`src/rtl/tread_lever_mapper.sv`:
```
`default_nettype none
// ============================================================================
// Module      : tread_lever_mapper
// Description : Converts N digital 8-way joysticks plus fire into two-lever
//               tank controls, one left and one right tread per player.
//               Each tread lever drives forward or back. Every input bit is
//               debounced. Several steering modes are available. A
//               diagonal-release hold suppresses spurious half-steps.
//               Autofire is per player, and output polarity is selectable.
// Ports       : clk_sys      - system clock, rising edge
//               Reset_n      - synchronous active-low reset
//               ce           - sample tick for the debounce, hold and
//                              autofire counters
//               mode         - 0/3 standard, 1 car-reverse, 2 raw levers
//               autofire_en  - per-player autofire enable
//               joy_in       - per player {up, down, left, right}, active high
//               fire_in      - per-player fire button, active high
//               tread_out    - per player {L_fw, L_bk, R_fw, R_bk}
//               fire_out     - per-player fire after debounce and autofire
// Revision    : 1.0 - initial release
// ============================================================================
module tread_lever_mapper #(
    parameter int NUM_PLAYERS   = 2,
    parameter int DEBOUNCE      = 4,
    parameter int DIAG_HOLD     = 3,
    parameter int AUTOFIRE_HALF = 6,
    parameter int ACTIVE_LOW    = 1
) (
    input  logic                     clk_sys,
    input  logic                     Reset_n,
    input  logic                     ce,
    input  logic [1:0]               mode,
    input  logic [NUM_PLAYERS-1:0]   autofire_en,
    input  logic [4*NUM_PLAYERS-1:0] joy_in,
    input  logic [NUM_PLAYERS-1:0]   fire_in,
    output logic [4*NUM_PLAYERS-1:0] tread_out,
    output logic [NUM_PLAYERS-1:0]   fire_out
);

    localparam logic [7:0] c_db_limit  = 8'(DEBOUNCE);
    localparam logic [7:0] c_hold_init = 8'(DIAG_HOLD);
    localparam logic [7:0] c_af_half   = 8'(AUTOFIRE_HALF);
    localparam logic       c_pol       = (ACTIVE_LOW != 0);
    localparam logic [3:0] c_inactive  = {4{c_pol}};

    typedef enum logic [0:0] {
        ST_TRACK = 1'b0,
        ST_HOLD  = 1'b1
    } hold_state_t;

    // Direction codes are the cancelled {up, down, left, right} vector itself.
    // Only nine values can occur after cancellation.
    function automatic logic [3:0] lever_map(input logic [3:0] code, input logic [1:0] md);
        logic [3:0] lv;
        lv = 4'b0000;
        if (md == 2'd2) begin
            lv = code;
        end else begin
            case (code)
                4'b1000: lv = 4'b1010;                          // U
                4'b1010: lv = 4'b0010;                          // UL
                4'b1001: lv = 4'b1000;                          // UR
                4'b0001: lv = 4'b1001;                          // R
                4'b0010: lv = 4'b0110;                          // L
                4'b0100: lv = 4'b0101;                          // D
                4'b0101: lv = (md == 2'd1) ? 4'b0001 : 4'b0100; // DR
                4'b0110: lv = (md == 2'd1) ? 4'b0100 : 4'b0001; // DL
                default: lv = 4'b0000;                          // N
            endcase
        end
        return lv;
    endfunction

    function automatic logic is_cardinal(input logic [3:0] code);
        return (code == 4'b1000) || (code == 4'b0100) ||
               (code == 4'b0010) || (code == 4'b0001);
    endfunction

    // Mode is tracked so that any change can drop every player out of HOLD.
    logic [1:0] r_mode;
    logic       w_mode_chg;
    logic       w_hold_en;

    always_ff @(posedge clk_sys) begin
        if (!Reset_n) begin
            r_mode <= 2'd0;
        end else begin
            r_mode <= mode;
        end
    end

    assign w_mode_chg = (mode != r_mode);
    assign w_hold_en  = (DIAG_HOLD != 0) && (mode != 2'd2) && !w_mode_chg;

    for (genvar p = 0; p < NUM_PLAYERS; p++) begin : g_player
        // Bit order: [4] up, [3] down, [2] left, [1] right, [0] fire.
        logic [4:0]  w_raw;
        logic [4:0]  r_filt;
        logic [7:0]  r_db_cnt [5];
        logic [3:0]  w_dec;
        logic        w_diag_prev;
        logic        w_component;
        hold_state_t r_state, w_state_n;
        logic [7:0]  r_hold_cnt, w_hold_cnt_n;
        logic [3:0]  r_disp, w_disp_n;
        logic [3:0]  r_tread;
        logic        r_af_ph, w_af_ph_n;
        logic [7:0]  r_af_cnt, w_af_cnt_n;
        logic        r_fire;
        logic        w_fire_n;

        assign w_raw = {joy_in[4*p +: 4], fire_in[p]};

        // Each bit has its own debounce counter.
        always_ff @(posedge clk_sys) begin
            if (!Reset_n) begin
                r_filt <= 5'b0;
                for (int b = 0; b < 5; b++) begin
                    r_db_cnt[b] <= 8'd0;
                end
            end else if (ce) begin
                for (int b = 0; b < 5; b++) begin
                    if (w_raw[b] != r_filt[b]) begin
                        if (r_db_cnt[b] + 8'd1 >= c_db_limit) begin
                            r_filt[b]   <= w_raw[b];
                            r_db_cnt[b] <= 8'd0;
                        end else begin
                            r_db_cnt[b] <= r_db_cnt[b] + 8'd1;
                        end
                    end else begin
                        r_db_cnt[b] <= 8'd0;
                    end
                end
            end
        end

        // Opposite directions cancel each other.
        assign w_dec = {r_filt[4] & ~r_filt[3], r_filt[3] & ~r_filt[4],
                        r_filt[2] & ~r_filt[1], r_filt[1] & ~r_filt[2]};

        assign w_diag_prev = (r_disp[3] | r_disp[2]) & (r_disp[1] | r_disp[0]);
        // A component cardinal of the displayed diagonal sets no bit outside it.
        assign w_component = is_cardinal(w_dec) && ((w_dec & ~r_disp) == 4'b0000);

        // Diagonal hold. The default leaves HOLD and shows the decoded code.
        // That default covers N, the opposite cardinal, another diagonal and a
        // return to the held diagonal. It also lets a decoded change win over
        // an expiry on the same tick.
        always_comb begin
            w_state_n    = ST_TRACK;
            w_hold_cnt_n = 8'd0;
            w_disp_n     = w_dec;
            if (w_hold_en) begin
                if (r_state == ST_TRACK) begin
                    if (w_diag_prev && w_component) begin
                        w_state_n    = ST_HOLD;
                        w_hold_cnt_n = c_hold_init;
                        w_disp_n     = r_disp;
                    end
                end else if (w_component) begin
                    w_state_n    = ST_HOLD;
                    w_hold_cnt_n = r_hold_cnt;
                    w_disp_n     = r_disp;
                    if (ce) begin
                        if (r_hold_cnt <= 8'd1) begin
                            w_state_n    = ST_TRACK;
                            w_hold_cnt_n = 8'd0;
                            w_disp_n     = w_dec;
                        end else begin
                            w_hold_cnt_n = r_hold_cnt - 8'd1;
                        end
                    end
                end
            end
        end

        // Autofire phase. Released fire, or autofire disabled, parks the
        // phase at asserted, so every press or re-enable starts asserted.
        always_comb begin
            w_af_ph_n  = 1'b1;
            w_af_cnt_n = 8'd0;
            if (r_filt[0] && autofire_en[p]) begin
                w_af_ph_n  = r_af_ph;
                w_af_cnt_n = r_af_cnt;
                if (ce) begin
                    if (r_af_cnt + 8'd1 >= c_af_half) begin
                        w_af_cnt_n = 8'd0;
                        w_af_ph_n  = ~r_af_ph;
                    end else begin
                        w_af_cnt_n = r_af_cnt + 8'd1;
                    end
                end
            end
        end

        assign w_fire_n = r_filt[0] & (~autofire_en[p] | r_af_ph);

        always_ff @(posedge clk_sys) begin
            if (!Reset_n) begin
                r_state    <= ST_TRACK;
                r_hold_cnt <= 8'd0;
                r_disp     <= 4'b0000;
                r_tread    <= c_inactive;
                r_af_ph    <= 1'b1;
                r_af_cnt   <= 8'd0;
                r_fire     <= c_pol;
            end else begin
                r_state    <= w_state_n;
                r_hold_cnt <= w_hold_cnt_n;
                r_disp     <= w_disp_n;
                r_tread    <= lever_map(w_disp_n, mode) ^ c_inactive;
                r_af_ph    <= w_af_ph_n;
                r_af_cnt   <= w_af_cnt_n;
                r_fire     <= w_fire_n ^ c_pol;
            end
        end

        assign tread_out[4*p +: 4] = r_tread;
        assign fire_out[p]         = r_fire;
    end

endmodule
`default_nettype wire

```
`config.mk`:
```
export PLATFORM = sky130hd
export DESIGN_NAME = tread_lever_mapper
export DESIGN_NICKNAME = d
export VERILOG_FILES = /design/src/rtl/tread_lever_mapper.sv
export SDC_FILE = /design/constraint.sdc
export NUM_CORES = 1
export LEC_CHECK = 0
export CAP_MARGIN = 20
export CORE_MARGIN = 2
export CORE_UTILIZATION = 61
export DETAILED_ROUTE_END_ITERATION = 10
export PLACE_DENSITY_LB_ADDON = 0.3
export SYNTH_ARGS = -nofsm -noshare
export SYNTH_HDL_FRONTEND = slang
export SYNTH_SLANG_ARGS = --single-unit
```
`constraint.sdc`:
```
create_clock -name clk_sys -period 2.8 [get_ports clk_sys]
set_input_delay 0.42 -clock clk_sys [delete_from_list [all_inputs] [get_ports clk_sys]]
set_output_delay 0.42 -clock clk_sys [all_outputs]
set_load 0.01 [all_outputs]
```
==> results.py <==
metrics = {
    "finish": {
        "final_cell_mix": "edfxtp_1, nor2_1, dfxtp_1",
        "area_delta_synth_final_pct": 17.7,
        "layout_commonest_cell": "edfxtp_1",
        "final_util_pct": 74.0,
        "final_nets": 862,
        "drive_gt1_share_pct": 8.14,
        "diodes": 0,
    },
    "cts": {
        "clk_latency_ps": 420,
        "cts_resized": 0,
        "path_clk_slew_ps": 60,
        "cts_tree": "done",
        "numCtsBuffers": 17,
        "h-tree-depth": 4,
        "clockBufferDepth": 2,
        "cts_root_buf": "clkbuf_16",
        "cts_sinks": 146,
    },
    "critical_path": {
        "required_ps": 3100,
        "regToRegSetupSlack_ps": 220,
        "critical_path_peak_fanout": 6,
        "rr_startpoint": "g_player[1].r_filt[1]$_SDFFE_PN0P_",
        "r2r-end": "g_player[1].r_tread[2]$_SDFF_PN1_",
        "critPathCapture": "g_player[1].r_tread[2]$_SDFF_PN1_",
        "endpoint_kind": "register",
        "crit_path_start_kind": "register",
        "critPathLaunch": "g_player[1].r_filt[1]$_SDFFE_PN0P_",
        "reg2reg_depth": 11,
        "cp_data_arrival_time_ps": 2890,
        "crit_type": "register to register",
    },
    "floorplanning": {
        "dieHeight_um": 113,
        "core_mm2": 0.0115,
        "ioPinCount": 27,
        "start_util_pct": 62.9,
        "die_w_um": 113,
        "core.rowCount": 39,
        "dieArea_mm2": 0.0128,
    },
    "synth": {
        "async_reset_ff_share_pct": 0,
        "syn_inst": 705,
        "ys_seq_elements": 146,
        "ys_seq_area_share_pct": 51.4,
        "synthFlopType": "edfxtp_1",
        "yosysWarnings": 0,
        "synth.cell_area_mm2": 0.00724,
        "syn_avg_cell_area_um2": 10.3,
        "synth_edf_count": 80,
        "synth.distinct_cells": 73,
    },
    "power_and_ir_drop": {
        "ir_drop_mv": 0.388,
        "p_leak_uw": 0.00336,
        "power_density_mw_per_mm2": 588,
    },
    "routing": {
        "ant_nets": 0,
        "vias_per_cell": 5.79,
        "drtIter0Drc": 366,
        "via_count": 5595,
        "first_pass_iters": 8,
        "totalWireLength_mm": 14.4,
        "drt-wirelength-per-cell_um": 14.9,
        "drc": 5,
    },
    "timing": {
        "worst_slack_ps": 219,
        "rsz0062_at_grt": "false",
        "worst_slew_pin_slew_ps": 619,
        "fmax_mhz": 387,
        "fin_crit_sh_pct": 92.2,
        "slew_viol_final": 0,
        "finalHoldViolations": 0,
        "tns_ps": 0,
        "clock_skew_ps": 5.67,
        "fin_crit_ps": 2580,
        "setup_viol": 0,
        "relSlewSlack_pct": 58.6,
    },
    "outcome": {
        "status": "finished, violations left",
        "violations": "design-rule violations",
    },
    "placed_design": {
        "numPortBuffers": 26,
        "place_ws_ps": 118,
        "dp_hpwl_mm": 10.1,
        "place.gp.congestion": 0.890,
    },
    "global_route": {
        "grt_pass1_wl_mm": 24.4,
        "grt_overflow_total": 0,
        "grt_max_degree": 34,
        "use_met2_pct": 40.8,
        "grt_pass1_vias": 5469,
        "use_met1_pct": 29.8,
        "busiest_layer": "met2",
        "grt_antenna_before_repair": 0,
        "grt_use_met3_pct": 5.84,
        "grt_usage_pct": 23.9,
    },
    "min_path": {
        "hp-class": "register to register",
    },
    "job": {
        "maxCapViolCount": 0,
    },
}
[stage by stage]
stage | total power (µW) | hold WS [ps] | area, µm² | std cells
after floorplan | 2770 | 422 | 7460 | 764
after global placement | 2890 | 454 | 7960 | 933
after detailed placement | 2920 | 466 | 7960 | 933
after CTS | 5030 | 484 | 8520 | 965
after global routing | 5200 | 503 | 8520 | 966
final | 5010 | 482 | 8520 | 966
[what timing repair did]
item / 4_1_cts / 5_1_grt
hold buffers: 0 / 0
buffers inserted: 0 / 1
endpoints found under the setup margin: 0 / 2
[kinds of logic after synthesis]
| kind of cell | after synthesis | share of synthesized area, % |
|---|---|---|
| XOR/XNOR | 21 | 2.54 |
| other | 1 | 0.0518 |
| AO/OA/AOI/OAI | 146 | 13.6 |
| buffers and inverters | 50 | 2.78 |
| AND/OR/NAND/NOR | 290 | 21.3 |
| flip-flops | 146 | 51.4 |
| adder cells (fa/ha/maj) | 36 | 6.19 |
| multiplexers | 15 | 2.16 |
[registers in the layout, summed over array words and instances (netlist names)]
register             cells
g_player.r_fire          2
g_player.r_filt         10
g_player.r_tread         8
g_player.r_state         2
g_player.r_disp          8
g_player.r_af_ph         2
g_player.r_db_cnt       80
r_mode                   2
g_player.r_af_cnt       16
g_player.r_hold_cnt     16
[cells in the mapped netlist, types with 3 or more instances]
master	number	area [µm²]
a211o_1	4	35.0
and2_1	14	87.6
nor3_1	21	105
nand3_1	22	110
o21a_1	5	37.5
clkbuf_1	13	48.8
buf_4	3	22.5
mux2i_1	12	120
edfxtp_1	80	2400
nor2_1	67	251
o211ai_1	4	30.0
o22ai_1	6	37.5
nand2_1	54	203
o31ai_1	5	37.5
or3_1	7	43.8
nor4_1	29	181
a21oi_1	41	205
a31oi_1	6	37.5
nand2b_1	8	50.1
nand4_1	12	75.1
o21ai_0	31	155
ha_1	35	438
or4_1	5	37.5
a211oi_1	12	90.1
nor4b_1	10	87.6
and3_1	20	125
inv_1	30	113
xnor2_1	16	140
xor2_1	5	43.8
and4_1	3	26.3
dfxtp_1	66	1320
nor2b_1	7	43.8
[how the worst min path moves through the flow]
stage          cells after the start                                    from                                      to
6_report                           1    g_player[0].r_af_cnt[4]$_SDFFE_PN0P_    g_player[0].r_af_cnt[4]$_SDFFE_PN0P_
5_1_grt                            2  g_player[1].r_hold_cnt[7]$_SDFFE_PN0P_  g_player[1].r_hold_cnt[7]$_SDFFE_PN0P_
4_1_cts                            1    g_player[0].r_af_cnt[4]$_SDFFE_PN0P_    g_player[0].r_af_cnt[4]$_SDFFE_PN0P_
3_5_place_dp                       1    g_player[0].r_af_cnt[4]$_SDFFE_PN0P_    g_player[0].r_af_cnt[4]$_SDFFE_PN0P_
3_3_place_gp                       1    g_player[1].r_af_cnt[7]$_SDFFE_PN0P_    g_player[1].r_af_cnt[7]$_SDFFE_PN0P_
2_1_floorplan                      1      g_player[1].r_filt[0]$_SDFFE_PN0P_           g_player[1].r_fire$_SDFF_PN1_
[where the power goes]
part	switching (µW)	internal [µW]
registers	104	2390
logic	222	170
clock network	828	1290
[critical path, stage by stage, from the launching register on]
cell and delay, ps:
dfxtp_1 400, inv_1 60, ha_1 250, nor2b_1 160, nor4_2 330, buf_4 200, o211ai_4 90, buf_4 170
nor4_1 310, nor2_1 90, o221a_2 270, a2bb2oi_2 140
[final cells by class]
type	instances	area [µm²]
Multi-Input combinational cell	568	3540
Timing Repair Buffer	47	418
Sequential cell	146	3720
Tap cell	143	179
Fill cell	811	2990
Clock buffer	20	437
Inverter	30	113
Clock inverter	12	116
[layer usage]
metal	share of wire [%]	vias up
li1	-	2796
met1	45	2644
met2	49	133
met3	4.7	22
met4	1.6	0
met5	0	-
Power figures use the tool's default switching activity.
